**src/rtl/up_addr_seq_pkg.sv**
```systemverilog
// Shared types and defaults for the up_addr_seq address sequencer.
package up_addr_seq_pkg;

  localparam int ADDR_W_DEF = 8;

  typedef enum logic [1:0] {
    FETCH  = 2'd0,
    DECODE = 2'd1,
    EXEC   = 2'd2,
    HALT   = 2'd3
  } state_e;

endpackage

```
**src/rtl/up_addr_seq_ret_stack.sv**
```systemverilog
// Return-address LIFO for up_addr_seq; compiled in only with UP_ADDR_SEQ_CALL_EN.
// Push is ignored when full and pop when empty, so the caller owns the flags.
`ifdef UP_ADDR_SEQ_CALL_EN
module ret_stack #(
  parameter int DEPTH = 4,
  parameter int W     = 8
) (
  input  logic         clk,
  input  logic         reset,
  input  logic         push,
  input  logic         pop,
  input  logic [W-1:0] din,
  output logic [W-1:0] dout,
  output logic         full,
  output logic         empty
);

  localparam int SP_W  = $clog2(DEPTH + 1);
  localparam int IDX_W = (DEPTH > 1) ? $clog2(DEPTH) : 1;

  logic [W-1:0]    mem_q [DEPTH];
  logic [SP_W-1:0] sp_q;
  logic [SP_W-1:0] sp_d;
  logic [SP_W-1:0] top_s;

  assign full  = (sp_q == SP_W'(DEPTH));
  assign empty = (sp_q == {SP_W{1'b0}});
  assign top_s = sp_q - {{(SP_W-1){1'b0}}, 1'b1};
  assign dout  = mem_q[top_s[IDX_W-1:0]];

  // Next stack pointer.
  always_comb begin
    sp_d = sp_q;
    if (push && !full) begin
      sp_d = sp_q + {{(SP_W-1){1'b0}}, 1'b1};
    end else if (pop && !empty) begin
      sp_d = top_s;
    end else begin
      sp_d = sp_q;
    end
  end

  // Pointer register.
  always_ff @(posedge clk) begin
    if (reset) begin
      sp_q <= {SP_W{1'b0}};
    end else begin
      sp_q <= sp_d;
    end
  end

  // Entry storage needs no reset; only the pointer defines validity.
  always_ff @(posedge clk) begin
    if (push && !full) begin
      mem_q[sp_q[IDX_W-1:0]] <= din;
    end
  end

endmodule
`endif

```
**src/rtl/up_addr_seq.sv**
```systemverilog
// Program counter and fetch/decode/execute phase machine driving the address bus.
// Call/return through a hardware stack is built only with UP_ADDR_SEQ_CALL_EN.
module up_addr_seq
  import up_addr_seq_pkg::*;
#(
  parameter int                ADDR_W      = ADDR_W_DEF,
  parameter logic [ADDR_W-1:0] RESET_PC    = {ADDR_W{1'b0}},
  parameter int                STACK_DEPTH = 4
) (
  input  logic              clk,
  input  logic              reset,
  input  logic [ADDR_W-1:0] addr_value,
  input  logic              mem_ready,
  input  logic              need_mem,
  input  logic              jump,
  input  logic              call,
  input  logic              ret,
  input  logic              halt,
  output logic [ADDR_W-1:0] address,
  output logic              mem_req,
  output logic              fetch,
  output logic [ADDR_W-1:0] pc,
  output logic              halted,
  output logic              stk_ovf,
  output logic              stk_unf
);

  state_e            state_q, state_d;
  logic [ADDR_W-1:0] pc_q, pc_d;

`ifdef UP_ADDR_SEQ_CALL_EN
  logic              ovf_q, ovf_d;
  logic              unf_q, unf_d;
  logic              stk_push_s, stk_pop_s;
  logic              stk_full_s, stk_empty_s;
  logic [ADDR_W-1:0] stk_dout_s;

  ret_stack #(
    .DEPTH (STACK_DEPTH),
    .W     (ADDR_W)
  ) u_ret_stack (
    .clk   (clk),
    .reset (reset),
    .push  (stk_push_s),
    .pop   (stk_pop_s),
    .din   (pc_q),
    .dout  (stk_dout_s),
    .full  (stk_full_s),
    .empty (stk_empty_s)
  );

  assign stk_ovf = ovf_q;
  assign stk_unf = unf_q;
`else
  logic unused_call_ret;
  assign unused_call_ret = call ^ ret;
  assign stk_ovf = 1'b0;
  assign stk_unf = 1'b0;
`endif

  // Next-state and next-PC decision; decoder inputs matter only in DECODE.
  always_comb begin
    state_d = state_q;
    pc_d    = pc_q;
`ifdef UP_ADDR_SEQ_CALL_EN
    ovf_d      = ovf_q;
    unf_d      = unf_q;
    stk_push_s = 1'b0;
    stk_pop_s  = 1'b0;
`endif
    case (state_q)
      FETCH: begin
        if (mem_ready) begin
          pc_d    = pc_q + {{(ADDR_W-1){1'b0}}, 1'b1};
          state_d = DECODE;
        end else begin
          state_d = FETCH;
        end
      end
      DECODE: begin
        if (halt) begin
          state_d = HALT;
`ifdef UP_ADDR_SEQ_CALL_EN
        end else if (ret) begin
          // Underflow keeps the already-incremented PC.
          if (stk_empty_s) begin
            unf_d = 1'b1;
          end else begin
            stk_pop_s = 1'b1;
            pc_d      = stk_dout_s;
          end
          state_d = FETCH;
        end else if (call) begin
          if (stk_full_s) begin
            ovf_d = 1'b1;
          end else begin
            stk_push_s = 1'b1;
          end
          pc_d    = addr_value;
          state_d = FETCH;
`endif
        end else if (jump) begin
          pc_d    = addr_value;
          state_d = FETCH;
        end else if (need_mem) begin
          state_d = EXEC;
        end else begin
          state_d = FETCH;
        end
      end
      EXEC: begin
        if (mem_ready) begin
          state_d = FETCH;
        end else begin
          state_d = EXEC;
        end
      end
      HALT: begin
        state_d = HALT;
      end
      default: begin
        state_d = FETCH;
      end
    endcase
  end

  // Phase and PC registers.
  always_ff @(posedge clk) begin
    if (reset) begin
      state_q <= FETCH;
      pc_q    <= RESET_PC;
    end else begin
      state_q <= state_d;
      pc_q    <= pc_d;
    end
  end

`ifdef UP_ADDR_SEQ_CALL_EN
  // Sticky stack error flags.
  always_ff @(posedge clk) begin
    if (reset) begin
      ovf_q <= 1'b0;
      unf_q <= 1'b0;
    end else begin
      ovf_q <= ovf_d;
      unf_q <= unf_d;
    end
  end
`endif

  assign address = (state_q == EXEC) ? addr_value : pc_q;
  assign mem_req = (state_q == FETCH) || (state_q == EXEC);
  assign fetch   = (state_q == FETCH);
  assign halted  = (state_q == HALT);
  assign pc      = pc_q;

endmodule

```
**config.mk**
```make
export PLATFORM = sky130hd
export DESIGN_NAME = up_addr_seq
export DESIGN_NICKNAME = d
export VERILOG_FILES = /design/src/rtl/up_addr_seq_pkg.sv /design/src/rtl/up_addr_seq_ret_stack.sv /design/src/rtl/up_addr_seq.sv
export SDC_FILE = /design/constraint.sdc
export NUM_CORES = 1
export LEC_CHECK = 0
export CORE_ASPECT_RATIO = 1.1
export CORE_MARGIN = 4
export CORE_UTILIZATION = 45
export CTS_BUF_LIST = sky130_fd_sc_hd__clkbuf_2 sky130_fd_sc_hd__clkbuf_4 sky130_fd_sc_hd__clkbuf_8
export DETAILED_ROUTE_END_ITERATION = 12
export HOLD_SLACK_MARGIN = 0.02
export PLACE_DENSITY = 0.93
export RECOVER_POWER = 100
export SLEW_MARGIN = 20
export SYNTH_ARGS = -nofsm -noshare
export SYNTH_HDL_FRONTEND = slang
export SYNTH_HIERARCHICAL = 1
export SYNTH_SLANG_ARGS = --single-unit
```
**constraint.sdc**
```tcl
create_clock -name clk -period 2.4 [get_ports clk]
set_clock_uncertainty 0.05 [all_clocks]
set_input_delay 0.48 -clock clk [delete_from_list [all_inputs] [get_ports clk]]
set_output_delay 0.48 -clock clk [all_outputs]
set_load 0.02 [all_outputs]
```
# ---- Word level (Yosys, flattened, before mapping)
# Cells that the tools add are included.
dict set report classes {
  addsub 1
  n_eq_ne 6
  mux 11
  reduce_logical 4
}
# operator n
set ops {}
lappend ops {{two-way mux 8 bit} 4}
lappend ops {{one-hot mux 8 bit (2 select lines)} 1}
lappend ops {{adder 8 x 1 -> 8 bit (second input constant)} 1}
lappend ops {{two-way mux 2 bit} 4}
lappend ops {{one-hot mux 2 bit (4 select lines)} 1}
lappend ops {{inequality test 2 bit (second input constant)} 3}
lappend ops {{== test 2 bit (second input constant)} 2}
lappend ops {{AND reduction 4 bit} 1}
lappend ops {{== test 2 x 1 -> 1 bit (second input constant)} 1}
lappend ops {{logical NOT 2 bit} 1}
lappend ops {{nonzero test 2 bit} 1}
lappend ops {{logical OR 1 bit} 1}
lappend ops {{two-way mux 1 bit} 1}
dict set report word_totals {
  register_bits 10
  in_bits 16
}

# ---- Logic depth before layout (Yosys ltp)
dict set report logic_depth {
  word_depth 4
  mapped_depth 6
}

# ---- Worst setup path after synthesis
# OpenSTA, ideal clock, no wires.
dict set report synth_path {
  kind {reg-to-output}
  from {reg state_q[1]}
  to {out address[0]}
  arrival_ns 1.123
  required_time_ns 1.870
  slack_ns 0.747
  path_stages_with_launch 5
  path_buffers 2
  path_cell_list {dfxtp_1 buf_6 nor2b_1 buf_2 mux2_2}
}
dict set report synth_via {
  elab_chain_len 2
}
# element line
set synth_lines {}
lappend synth_lines {{start, declared} up_addr_seq.sv:28} ;# state_e state_q, state_d;
lappend synth_lines {{start signal, assigned} up_addr_seq.sv:133} ;# state_q <= state_d;
lappend synth_lines {{== test 2 bit} up_addr_seq.sv:151} ;# assign address = (state_q == EXEC) ? addr_value : pc_q;
lappend synth_lines {{two-way mux 8 bit} up_addr_seq.sv:151}
lappend synth_lines {{end, declared} up_addr_seq.sv:19} ;# output logic [ADDR_W-1:0] address,
# Every way passes these cells.

# ---- Worst setup path in the final report
dict set report layout_path {
  from {in halt}
  to {reg pc_q[7], in the netlist pc[7]}
}
dict set report layout_via {
  elab_chain_len 2
}
# element line
set layout_lines {}
lappend layout_lines {{start, declared} up_addr_seq.sv:18} ;# input logic halt,
lappend layout_lines {{inequality test 2 bit (no source line)} --}
lappend layout_lines {{AND reduction 4 bit (no source line)} --}
lappend layout_lines {{end signal, assigned} up_addr_seq.sv:134} ;# pc_q <= pc_d;
lappend layout_lines {{end, declared} up_addr_seq.sv:29} ;# logic [ADDR_W-1:0] pc_q, pc_d;
# Every way passes these cells.
# A chain may end at the register's enable or synchronous reset.

==> flow_summary.toml <==
[cts]
cts_hold_buf = 0
numCtsBuffers = 3
clkTransAtPathRegs_ns = 0.08
cts_setup_buffers = 0
cts_tree = "done"
htreeDepth = 1
cts.sinks = 10
clock_latency_ns = 0.28
cts-root-buf = "clkbuf_4"
clock_path_buffers = 2

[grt]
grt_max_degree = 15
grt_pass1_wl_um = 3429
grt_usage_pct = 19.19
grt_pass1_vias = 769
antenna_found_initial = 0
grt_overflow = 0

[drt]
drcViolationCount = 0
drtAntennaViolNets = 0
viasPerCell = 5.937
vias = 849
drt-total-wl_um = 2252
drt_iter0_drc = 31
post_drt_wl_per_cell_um = 15.75
dr.pass1.iters = 4

[critical_path]
cp-start-kind = "input pin"
end_kind = "flip-flop"
crit_fanout = 7
worstSetupStartpoint = "halt"
worstSetupPathType = "input pin to flip-flop"
arrival_ns = 2.26
cp.required_ns = 2.54
endpoint = "pc[7]"
r2r-start = "state_q[1]"
r2r_cells = 6
r2r-end = "pc[7]"
r2r_setup_slack_ns = 0.47

[yosys]
synth_seq_cells = 10
yosys.area.top_type = "dfxtp_1"
synth_compound_area_share_pct = 28.43
synth_simple_gate_area_share_pct = 22.94
yosys.area.top_type_share_pct = 25.85
syn-cell-area_um2 = 774.5
synth.area.mux_share_pct = 11.63
async_reset_ff_share_pct = 0
synth_top_family_by_area = "compound AO/OA/AOI/OAI gates"
synth.area.top_cells = "dfxtp_1 26%, mux2_2 12%, o21ai_0 5.8%"
synth_edf_count = 0
synth_cells = 93
ys_types = 36
synth_xor_area_share_pct = 0
ys_seq_area_share_pct = 25.85
ys.flop_type = "dfxtp_1"
synth_common_cells = "10 x dfxtp_1, 9 x o21ai_0, 8 x mux2_2"
synth.most_common_cell = "dfxtp_1"
yosys_warnings = 6
avgSynthCellArea_um2 = 8.328
synth_fa_ha_area_share_pct = 1.616

[timing]
fin_crit_sh_pct = 88.46
tightest_slew_ns = 0.6034
slew_headroom_pct = 59.69
rsz0062_at_grt = "false"
slew_viol_final = 0
fmax_mhz = 471.0
finalSetupTns_ns = 0
hold_viol = 0
period_minus_slack_ns = 2.123
worst_slack_ns = 0.2769
finalSetupViolations = 0

[pwr]
p_leak_nw = 0.4248
p_switching_mw = 0.1982
power_density_nw_per_um2 = 519.6
p_clk_share_pct = 28.6
p_int_mw = 0.3628
seqPwrFrac_pct = 34.7
swShare_pct = 35.33
ir_drop_mv = 0.2620
p_comb_share_pct = 36.8

[final_layout]
drive_above_1_share_pct = 18.25
nFillCells = 146
num_antenna_cells = 0
syn_to_final_growth_pct = 39.42
multiInputGateArea_um2 = 508.0
regArea_um2 = 200.2
nets = 144
final_util_pct = 67.69

[run]
cap_violations = 0

[placement]
post-place-ws_ns = 0.1319
numPortBuffers = 32
hpwlAfterDp_um = 1588
gp_congestion = 0.7987

[floorplan]
dieArea_um2 = 2450
ios = 37
rows = 15
start_util_pct = 48.55
die_w_um = 47.56
die_h_um = 51.51
core_area_um2 = 1595

[status]
status = "completed"

[min_path]
hp-class = "flip-flop to flip-flop"
-- worst min path at each step --
stage / cells after the start / end / from
floorplan: 2 / state_q[1] / state_q[0]
global placement: 2 / pc[7] / pc[7]
detailed placement: 2 / pc[7] / pc[7]
CTS: 2 / pc[7] / pc[7]
global route: 2 / pc[7] / pc[7]
finish: 2 / pc[7] / pc[7]
-- power by group through the flow --
stage / combinational [mW] / sequential (mW) / clock (mW)
global route: 0.222 / 0.197 / 0.170
finish: 0.206 / 0.194 / 0.160
detailed placement: 0.227 / 0.198 / 0
floorplan: 0.125 / 0.210 / 0
CTS: 0.229 / 0.195 / 0.159
global placement: 0.222 / 0.197 / 0
-- area by class of cell --
| class | instances | area share [%] |
|---|---|---|
| multi-input cells | 73 | 47.04 |
| repair buffers | 36 | 28.04 |
| flip-flops and latches | 10 | 18.54 |
| clock buffers | 4 | 3.360 |
| well taps | 17 | 1.970 |
| inverters | 3 | 1.043 |
-- state kept, by name, indices dropped and copies added, names as in the netlist --
signal	flops
pc	8
state_q	2
-- cells in the final DEF (no fill, tap or decap), types with 2 or more instances in the layout --
cell type	n
clkbuf_4	3
o22ai_1	2
a21oi_1	7
conb_1	2
clkdlybuf4s50_1	12
clkbuf_1	8
nand3_1	4
dfxtp_1	10
a211oi_2	2
inv_1	3
nand2_1	7
nor3_1	2
nor2b_1	3
buf_4	2
o21ai_0	9
and2_1	3
mux2_2	8
nor2_1	6
dlygate4sd3_1	12
-- critical path, stage by stage --
cell,delay (ns)
dlygate4sd3_1,0.61
o32ai_4,0.45
clkbuf_1,0.35
a21oi_1,0.11
a211oi_1,0.25
-- through the flow --
stage	hold slack, ns	area, µm²	instances	total power [mW]
2_1_floorplan	0.5045	778.2	94	0.3346
5_1_grt	0.5358	1080	143	0.5883
3_3_place_gp	0.4811	1091	139	0.4189
6_report	0.5057	1080	143	0.5611
3_5_place_dp	0.4939	1091	139	0.4251
4_1_cts	0.5029	1127	143	0.5822
-- repair_timing --
action | 4_1_cts | 5_1_grt
endpoints found under the setup margin | 0 | 8
gates resized for setup | 0 | 8
endpoints found under the hold margin | 0 | 0
-- cell families after synthesis --
family | count (synthesis)
buf+inv | 11
flops | 10
other cells | 1
mux | 8
compound gates | 29
simple gates | 33
fa+ha+maj | 1
-- per-layer routing --
| layer | share of wire, % | global-route usage [%] | up-vias |
|---|---|---|---|
| met1 | 40 | 23.67 | 380 |
| met2 | 47 | 30.13 | 56 |
| li1 | - | - | 402 |
| met3 | 8.8 | 4.498 | 11 |
| met4 | 3.3 | 9.865 | 0 |
| met5 | 0 | 0 | - |
Power figures use the tool's default switching activity.
